File: config.mk
export PLATFORM = sky130hd
export DESIGN_NAME = ram_rr_arbiter
export DESIGN_NICKNAME = d
export VERILOG_FILES = /design/src/rtl/ram_arb_pkg.sv /design/src/rtl/rr_arbiter.sv /design/src/rtl/ram_rr_arbiter.sv
export SDC_FILE = /design/constraint.sdc
export NUM_CORES = 1
export LEC_CHECK = 0
export CAP_MARGIN = 5
export CORE_AREA = 4 4 86 88
export CTS_BUF_LIST = sky130_fd_sc_hd__clkbuf_4
export DETAILED_ROUTE_END_ITERATION = 7
export DIE_AREA = 0 0 90 92
export HOLD_SLACK_MARGIN = 0.03
export PLACE_DENSITY = 0.74
export SLEW_MARGIN = 5
export SYNTH_ARGS = -nofsm -noshare
export SYNTH_HDL_FRONTEND = slang
export SYNTH_SLANG_ARGS = --single-unit
File: constraint.sdc
create_clock -name clk -period 5.3 [get_ports clk]
set_clock_uncertainty 0.05 [all_clocks]
set_input_delay 0.795 -clock clk [delete_from_list [all_inputs] [get_ports clk]]
set_output_delay 0.795 -clock clk [all_outputs]
set_load 0.05 [all_outputs]
File: src/rtl/ram_arb_pkg.sv
// Shared constants and helpers for the dual-port round-robin RAM arbiter.
package ram_arb_pkg;
  localparam int MAX_NUM_REQ = 4;
  localparam int PTR_W       = 2;

  function automatic logic [PTR_W-1:0] onehot_to_idx(input logic [MAX_NUM_REQ-1:0] onehot);
    logic [PTR_W-1:0] idx;
    idx = {PTR_W{1'b0}};
    for (int i = 0; i < MAX_NUM_REQ; i++) begin
      idx = idx | (onehot[i] ? PTR_W'(i) : {PTR_W{1'b0}});
    end
    return idx;
  endfunction
endpackage

File: src/rtl/rr_arbiter.sv
// Combinational round-robin grant: search starts at ptr_i and wraps.
module rr_arbiter import ram_arb_pkg::*; #(
  parameter int NUM_REQ = 2
) (
  input  logic [NUM_REQ-1:0] valid_i,
  input  logic [PTR_W-1:0]   ptr_i,
  output logic [NUM_REQ-1:0] grant_o,
  output logic [PTR_W-1:0]   next_ptr_o
);

  logic [NUM_REQ-1:0]     beaten_s;
  logic [MAX_NUM_REQ-1:0] grant_wide_s;
  logic [PTR_W-1:0]       grant_idx_s;

  // Distance of requester i past the pointer; smaller distance wins.
  function automatic int rank(input int i, input logic [PTR_W-1:0] ptr);
    int r;
    r = i - int'(ptr);
    return (r < 0) ? r + NUM_REQ : r;
  endfunction

  // Grant each valid requester that no closer valid requester beats.
  always_comb begin
    beaten_s = {NUM_REQ{1'b0}};
    grant_o  = {NUM_REQ{1'b0}};
    for (int i = 0; i < NUM_REQ; i++) begin
      for (int j = 0; j < NUM_REQ; j++) begin
        beaten_s[i] = beaten_s[i] | (valid_i[j] && (rank(j, ptr_i) < rank(i, ptr_i)));
      end
      grant_o[i] = valid_i[i] & ~beaten_s[i];
    end
  end

  assign grant_wide_s = MAX_NUM_REQ'(grant_o);
  assign grant_idx_s  = onehot_to_idx(grant_wide_s);

  // Pointer moves just past the winner, holds when nobody is granted.
  always_comb begin
    if (!(|grant_o)) begin
      next_ptr_o = ptr_i;
    end else if (grant_idx_s == PTR_W'(NUM_REQ - 1)) begin
      next_ptr_o = {PTR_W{1'b0}};
    end else begin
      next_ptr_o = grant_idx_s + PTR_W'(1);
    end
  end

endmodule

File: src/rtl/ram_rr_arbiter.sv
// Multiplexes NUM_REQ write and NUM_REQ read requesters onto one RAM with
// independent round-robin arbitration and a one-cycle read response tag.
module ram_rr_arbiter import ram_arb_pkg::*; #(
  parameter int   NUM_REQ         = 2,
  parameter int   ADDR_WIDTH      = 9,
  parameter int   DATA_WIDTH      = 32,
  parameter int   MASK_WIDTH      = 1,
  parameter logic COLLISION_STALL = 1'b1
) (
  input  logic                          clk,
  input  logic                          rst_n,
  input  logic [NUM_REQ-1:0]            wr_req_valid,
  output logic [NUM_REQ-1:0]            wr_req_ready,
  input  logic [NUM_REQ*ADDR_WIDTH-1:0] wr_req_addr,
  input  logic [NUM_REQ*DATA_WIDTH-1:0] wr_req_data,
  input  logic [NUM_REQ*MASK_WIDTH-1:0] wr_req_mask,
  input  logic [NUM_REQ-1:0]            rd_req_valid,
  output logic [NUM_REQ-1:0]            rd_req_ready,
  input  logic [NUM_REQ*ADDR_WIDTH-1:0] rd_req_addr,
  output logic [NUM_REQ-1:0]            rd_rsp_valid,
  output logic [DATA_WIDTH-1:0]         rd_rsp_data,
  output logic                          ram_wr_en,
  output logic [MASK_WIDTH-1:0]         ram_wr_mask,
  output logic [ADDR_WIDTH-1:0]         ram_wr_addr,
  output logic [DATA_WIDTH-1:0]         ram_wr_data,
  output logic                          ram_rd_en,
  output logic [ADDR_WIDTH-1:0]         ram_rd_addr,
  input  logic [DATA_WIDTH-1:0]         ram_rd_data
);

  logic [PTR_W-1:0]      wr_ptr_q, wr_ptr_d, rd_ptr_q, rd_ptr_d;
  logic [NUM_REQ-1:0]    rsp_tag_q, rsp_tag_d;
  logic [NUM_REQ-1:0]    wr_grant_s, rd_grant_s, rd_elig_s;
  logic [ADDR_WIDTH-1:0] wr_addr_s, rd_addr_s;
  logic [DATA_WIDTH-1:0] wr_data_s;
  logic [MASK_WIDTH-1:0] wr_mask_s;

  rr_arbiter #(.NUM_REQ(NUM_REQ)) u_wr_arb (
    .valid_i    (wr_req_valid),
    .ptr_i      (wr_ptr_q),
    .grant_o    (wr_grant_s),
    .next_ptr_o (wr_ptr_d)
  );

  // Granted write slice, all-zero when no write wins.
  always_comb begin
    wr_addr_s = {ADDR_WIDTH{1'b0}};
    wr_data_s = {DATA_WIDTH{1'b0}};
    wr_mask_s = {MASK_WIDTH{1'b0}};
    for (int i = 0; i < NUM_REQ; i++) begin
      wr_addr_s = wr_addr_s | (wr_grant_s[i] ? wr_req_addr[i*ADDR_WIDTH +: ADDR_WIDTH] : {ADDR_WIDTH{1'b0}});
      wr_data_s = wr_data_s | (wr_grant_s[i] ? wr_req_data[i*DATA_WIDTH +: DATA_WIDTH] : {DATA_WIDTH{1'b0}});
      wr_mask_s = wr_mask_s | (wr_grant_s[i] ? wr_req_mask[i*MASK_WIDTH +: MASK_WIDTH] : {MASK_WIDTH{1'b0}});
    end
  end

  // A read aimed at this cycle's write address sits out, so it never sees stale data.
  always_comb begin
    rd_elig_s = {NUM_REQ{1'b0}};
    for (int i = 0; i < NUM_REQ; i++) begin
      rd_elig_s[i] = rd_req_valid[i] &
                     ~(COLLISION_STALL & (|wr_grant_s) &
                       (rd_req_addr[i*ADDR_WIDTH +: ADDR_WIDTH] == wr_addr_s));
    end
  end

  rr_arbiter #(.NUM_REQ(NUM_REQ)) u_rd_arb (
    .valid_i    (rd_elig_s),
    .ptr_i      (rd_ptr_q),
    .grant_o    (rd_grant_s),
    .next_ptr_o (rd_ptr_d)
  );

  // Granted read address, zero when idle.
  always_comb begin
    rd_addr_s = {ADDR_WIDTH{1'b0}};
    for (int i = 0; i < NUM_REQ; i++) begin
      rd_addr_s = rd_addr_s | (rd_grant_s[i] ? rd_req_addr[i*ADDR_WIDTH +: ADDR_WIDTH] : {ADDR_WIDTH{1'b0}});
    end
  end

  assign rsp_tag_d = rd_grant_s;

  // Pointers and response tag; the tag lines up with the RAM's read latency.
  always_ff @(posedge clk or negedge rst_n) begin
    if (!rst_n) begin
      wr_ptr_q  <= {PTR_W{1'b0}};
      rd_ptr_q  <= {PTR_W{1'b0}};
      rsp_tag_q <= {NUM_REQ{1'b0}};
    end else begin
      wr_ptr_q  <= wr_ptr_d;
      rd_ptr_q  <= rd_ptr_d;
      rsp_tag_q <= rsp_tag_d;
    end
  end

  assign wr_req_ready = wr_grant_s;
  assign rd_req_ready = rd_grant_s;
  assign ram_wr_en    = |wr_grant_s;
  assign ram_wr_addr  = wr_addr_s;
  assign ram_wr_data  = wr_data_s;
  assign ram_wr_mask  = wr_mask_s;
  assign ram_rd_en    = |rd_grant_s;
  assign ram_rd_addr  = rd_addr_s;
  assign rd_rsp_valid = rsp_tag_q;
  assign rd_rsp_data  = (|rsp_tag_q) ? ram_rd_data : {DATA_WIDTH{1'b0}};

endmodule

### Word level (Yosys, flattened, before mapping)

Cells that the tools add are included.

| storage, ports and cells | value |
|---|---|
| output and inout bits | 91 |
| register bits | 6 |
| input port bits | 140 |

| operators by class | value |
|---|---|
| bitwise operators | 22 |
| equal/unequal tests | 4 |
| $lt $le $gt $ge | 12 |
| mux-type cells | 17 |
| reduce and logical (&&, ||, !) cells | 11 |
| $add $sub $neg | 10 |

Operators with widths:

| cell | count |
|---|---|
| 32-bit < comparator | 8 |
| 32-bit two-way mux | 7 |
| 32-bit by 3-bit adder with 32-bit output, second input constant | 3 |
| 32-bit by 1-bit < comparator with 1-bit output, second input constant | 3 |
| 9-bit two-way mux | 4 |
| 32-bit bitwise OR | 1 |
| 9-bit equality test | 2 |
| 9-bit bitwise OR | 2 |
| 1-bit by 2-bit subtractor with 3-bit output, first input constant | 4 |
| 1-bit bitwise AND | 8 |
| 1-bit logical AND | 8 |
| 1-bit NOT | 6 |
| 2-bit OR reduction | 3 |
| 1-bit bitwise OR | 5 |
| 1-bit by 1-bit adder with 2-bit output, second input constant | 2 |
| 3-bit by 3-bit adder with 4-bit output, second input constant | 1 |
| 2-bit by 1-bit equality test with 1-bit output, second input constant | 2 |
| 1-bit two-way mux | 4 |
| 2-bit two-way mux | 2 |
| 3-bit by 1-bit < comparator with 1-bit output, second input constant | 1 |

### Depth between registers and ports, before layout

| logic depth | value |
|---|---|
| word-level depth | 21 |
| gate-level depth with buffers | 9 |

### Modules after synthesis

From an unflattened synthesis, not the netlist that was laid out.

| unflattened totals | value |
|---|---|
| cells, all modules | 158 |
| area, all modules | 1,305.0 µm² |

Modules (own cells, without submodules):

| module | area each (µm²) | seq. area each (µm²) | cells each | instances |
|---|---|---|---|---|
| ram_rr_arbiter | 1,199.9 | 150.1 | 144 | 1 |
| rr_arbiter | 52.6 | 0.0 | 7 | 2 |

### Least setup slack after synthesis

Ideal clock, no wire load.

| timing | value |
|---|---|
| kind | input-to-output |
| from | input wr_req_valid[0] |
| to | output ram_rd_addr[0] |
| arrival | 3.007 ns |
| stages | 8 |
| path buffers | 1 |
| path slack | 1.448 ns |
| cell sequence | a21boi_4 -> buf_2 -> a32oi_1 -> xnor2_1 -> nor3_1 -> nand4_2 -> a31oi_4 -> a22o_1 |

| between the ends | value |
|---|---|
| longest elaborated chain between the ends | 16 |

Ends and longest elaborated chain:

| item | line | source |
|---|---|---|
| from (decl) | ram_rr_arbiter.sv:12 | `input logic [NUM_REQ-1:0] wr_req_valid,` |
| 1-bit logical AND | rr_arbiter.sv:28 | `beaten_s[i] = beaten_s[i] \| (valid_i[j] && (rank(j, ptr_i) < rank(i, ptr_i)));` |
| 1-bit bitwise OR | rr_arbiter.sv:28 |  |
| 1-bit NOT | rr_arbiter.sv:30 | `grant_o[i] = valid_i[i] & ~beaten_s[i];` |
| 1-bit bitwise AND | rr_arbiter.sv:30 |  |
| 9-bit two-way mux | ram_rr_arbiter.sv:51 | `wr_addr_s = wr_addr_s \| (wr_grant_s[i] ? wr_req_addr[i*ADDR_WIDTH +: ADDR_WIDTH] : {ADDR_WIDTH{1'b0}});` |
| 9-bit bitwise OR | ram_rr_arbiter.sv:51 |  |
| 9-bit equality test | ram_rr_arbiter.sv:63 | `(rd_req_addr[i*ADDR_WIDTH +: ADDR_WIDTH] == wr_addr_s));` |
| 1-bit bitwise AND | ram_rr_arbiter.sv:62 | `~(COLLISION_STALL & (\|wr_grant_s) &` |
| 1-bit NOT | ram_rr_arbiter.sv:62 |  |
| 1-bit bitwise AND | ram_rr_arbiter.sv:61 | `rd_elig_s[i] = rd_req_valid[i] &` |
| 1-bit logical AND | rr_arbiter.sv:28 |  |
| 1-bit bitwise OR | rr_arbiter.sv:28 |  |
| 1-bit NOT | rr_arbiter.sv:30 |  |
| 1-bit bitwise AND (*) | rr_arbiter.sv:30 |  |
| net rd_req_ready[0] | ram_rr_arbiter.sv:18 | `output logic [NUM_REQ-1:0] rd_req_ready,` |
| 9-bit two-way mux (*) | ram_rr_arbiter.sv:78 | `rd_addr_s = rd_addr_s \| (rd_grant_s[i] ? rd_req_addr[i*ADDR_WIDTH +: ADDR_WIDTH] : {ADDR_WIDTH{1'b0}});` |
| 9-bit bitwise OR (*) | ram_rr_arbiter.sv:78 |  |
| to (decl) | ram_rr_arbiter.sv:27 | `output logic [ADDR_WIDTH-1:0] ram_rd_addr,` |

The timed path passes the listed nets; every way through them passes the cells marked *.

### Worst setup path after layout

| timing | value |
|---|---|
| from | input wr_req_valid[1] |
| to | output ram_rd_addr[4] |

| between the ends | value |
|---|---|
| longest elaborated chain between the ends | 16 |

Ends and longest elaborated chain:

| item | line |
|---|---|
| 1-bit logical AND | rr_arbiter.sv:28 |
| 1-bit bitwise OR | rr_arbiter.sv:28 |
| 1-bit NOT | rr_arbiter.sv:30 |
| 1-bit bitwise AND | rr_arbiter.sv:30 |
| 9-bit two-way mux | ram_rr_arbiter.sv:51 |
| 9-bit bitwise OR | ram_rr_arbiter.sv:51 |
| 9-bit equality test | ram_rr_arbiter.sv:63 |
| 1-bit bitwise AND | ram_rr_arbiter.sv:62 |
| 1-bit NOT | ram_rr_arbiter.sv:62 |
| 1-bit bitwise AND | ram_rr_arbiter.sv:61 |
| 1-bit logical AND | rr_arbiter.sv:28 |
| 1-bit bitwise OR | rr_arbiter.sv:28 |
| 1-bit NOT | rr_arbiter.sv:30 |
| 1-bit bitwise AND | rr_arbiter.sv:30 |
| 9-bit two-way mux | ram_rr_arbiter.sv:78 |
| 9-bit bitwise OR (*) | ram_rr_arbiter.sv:78 |

Mark *: on every way between the ends. The rest lies on a longest branch, timed or not.

==> key figures <==
Run status
  – Run status: completed

CTS
  – Post-CTS setup buffers: 0
  – CTS Root Cell: clkbuf_4
  – Clk pin slew, worst setup/hold paths: 0.04 ns
  – Post-CTS Hold Buffers: 0
  – CTS sink cnt: 4
  – Worst-skew pair later-pin latency: 0.23 ns
  – CTS Buffer Depth: 2
  – Number of CTS-inserted buffers: 3
  – # resized after CTS: 0
  – Htree depth: 1
  – CTS tree: done

Synth
  – Mux contribution to synthesized area: 0
  – Synth Area in Compound Gates: 0.4781
  – Cells after synthesis: 153
  – EDFF count, synth: 0
  – Synthesized netlist net count: 293
  – Synth Area in Simple Gates: 0.2301
  – Cell Area, Synth: 1256 sq um
  – Synth Area in Adders: 0
  – Average cell area after synthesis: 8.210 sq um
  – Register area share after synthesis: 0.07968
  – Fraction of registers with async set/reset: 1.000
  – Number of synthesized register bits: 4
  – Xor-xnor portion of the synthesized cell area: 0.1255
  – Predominant post-synthesis flop cell: dfrtp_1
  – Synthesis Warnings: 0
  – Largest family of logic cells by synthesized area: compound AO/OA/AOI/OAI gates
  – Cell variety after synth: 31

Detailed routing
  – DR pass1 iterations: 4
  – Antenna Nets Post-Route: 0
  – Via density: 4.662
  – Routed WL: 7.696 mm
  – Avg WL per Cell: 16.88 um
  – Iteration-0 DRC Markers: 24
  – DR vias: 2126
  – Post-route DRC: 0

Timing
  – Setup TNS: 0 ns
  – Achievable Freq: 227.1 MHz
  – Hold Vio Cnt, Final: 0
  – Minimum clock period: 4.403 ns
  – Worst hold slack: 0.5169 ns
  – Relative slew slack: 0.3060
  – Post-route setup slack: 0.8973 ns
  – Part of the cycle the worst path needs: 0.8307
  – Slew of the pin with the lowest slew margin: 1.040 ns
  – RSZ-0062 raised after global routing: no
  – Slew Limit Fails: 0
  – Final setup vio count: 0

Worst setup path
  – CP Data Required Time: 4.45 ns
  – Setup Crit Path Kind: in2out
  – CP max FO: 13
  – Startpoint types: primary input
  – Crit. End Element: output port
  – Arr. time, crit path: 3.56 ns

Power and ir drop
  – Sw frac: 0.5326
  – Internal power: 334.5 uW
  – Comb pwr share: 0.891
  – Lkg Pwr: 0.001483 uW
  – PD cells: 190.5 nW/um^2
  – Sequential share of power: 0.054
  – Psw: 381.2 uW
  – Clk network pwr share: 0.055
  – VDD IR-drop max: 0.09730 mV
  – Power Total: 715.7 uW

Die
  – Initial Util: 0.1891
  – Die Area: 8280 sq um
  – Core area: 6644 sq um
  – IO Count: 231
  – Die H: 92 um
  – Row count: 30
  – Die width: 90 um

Global routing
  – All-Layer GR Usage: 0.1712
  – Initial antenna violation count: 0
  – Largest net degree at the start of global routing: 35
  – Grt ovf: 0
  – First-pass GRT wire length: 11.36 mm
  – Vias in the first global route: 2266

Cells and area
  – Layout Utilization: 0.5655
  – Area Growth Syn to Fin: 199.1%
  – Ant. Diodes: 0
  – Final #Nets: 518
  – Ratio of cells with drive above 1 in the final layout: 0.08511

Run
  – MaxCap Viol Count: 0

Placement
  – Post-DP HPWL: 6.736 mm
  – Placer Congestion: 0.8690
  – Port buffer count: 230
  – Placement Setup Slack: 0.8753 ns

Min path
  – Worst Hold Class: reg2reg
synthesized netlist by cell type, types with 3 or more instances:
cell	instances	area share
dfrtp_1	4	0.080
buf_1	4	0.012
a32oi_2	4	0.052
xnor2_1	9	0.063
buf_2	3	0.012
inv_1	12	0.036
clkbuf_1	6	0.018
a32oi_1	4	0.028
nand2_1	3	0.0090
xor2_1	9	0.063
nor2b_1	33	0.16
a22o_1	43	0.30
final timing paths:
check / start / to / slack, ns / cells after the start
setup / recovery: wr_req_valid[1] / ram_rd_addr[4] / 0.90 / 10
setup reg to reg: wr_ptr_q[0] / rd_rsp_valid[0] / 2.94 / 6
hold reg to reg: rd_ptr_q[0] / rd_ptr_q[0] / 0.52 / 1
max in group asynchronous: rst_n / wr_ptr_q[0] / 4.31 / 1
hold / removal: rd_ptr_q[0] / rd_ptr_q[0] / 0.52 / 1
min in group asynchronous: rst_n / rd_rsp_valid[1] / 0.71 / 1
state kept, by name, summed over array words and instances (netlist names):
register and count:
rd_rsp_valid 2, rd_ptr_q 1, wr_ptr_q 1
placed cells by master, fill, tap and decap left out:
master             n
o21ai_0            1
a221oi_1           1
a21boi_4           1
a31oi_1            1
a22o_1            43
buf_12            11
and2_1             1
nand2b_4           1
buf_4              5
a32oi_4            1
nor4_2             1
clkbuf_4           3
inv_1             12
clkdlybuf4s50_1  218
o211a_1            1
a31oi_4            1
or2_2              1
nor3_1             1
nand4_2            1
xnor2_1            9
nor2_2             1
nand2_1            3
nor2b_1           33
a32oi_2            4
o31ai_4            1
nand3_1            1
a21oi_1            1
xor2_1             9
nand4_1            1
dfrtp_1            4
a32oi_1            4
logic make-up after synthesis:
group / count (synthesis)
AOI/OAI and AO/OA: 60
and+or+nand+nor: 45
buffers and inverters: 26
DFF: 4
xor gates and xnor gates: 18
power by group through the flow:
stage	registers, uW	logic, uW	clock network, uW
global placement	39.5	639	0
finish	38.9	638	39.1
CTS	39.0	643	41.1
floorplan	43.2	357	0
detailed placement	39.3	641	0
global route	39.4	666	41.4
cell type report:
cell class	count	area [sq um]
Fill cell	596	2887
Timing Repair Buffer	234	2440
Multi-Input combinational cell	123	1050
Sequential cell	4	100.1
Tap cell	80	100.1
Inverter	12	45.04
Clock buffer	3	22.52
metrics by stage:
step / instance area [sq um] / cells
finish: 3757 / 456
global route: 3757 / 456
CTS: 3757 / 456
detailed placement: 3735 / 453
global placement: 3735 / 453
floorplan: 1256 / 153
routing by layer:
layer  wire [um]  track usage  share of wire
met5           0            0              0
met2        3829       0.3186           0.50
met1        2661       0.1648           0.35
met4         146      0.04974          0.019
met3        1059      0.08778           0.14
worst max-delay path: stages:
cell and delay (ns):
clkdlybuf4s50_1 0.40, buf_4 0.20, a21boi_4 0.41, a32oi_1 0.19, xnor2_1 0.17, nor3_1 0.29
nand4_2 0.21, a31oi_4 0.46, a22o_1 0.27, buf_12 0.15
No activity file was read; power rests on OpenSTA's default activity.
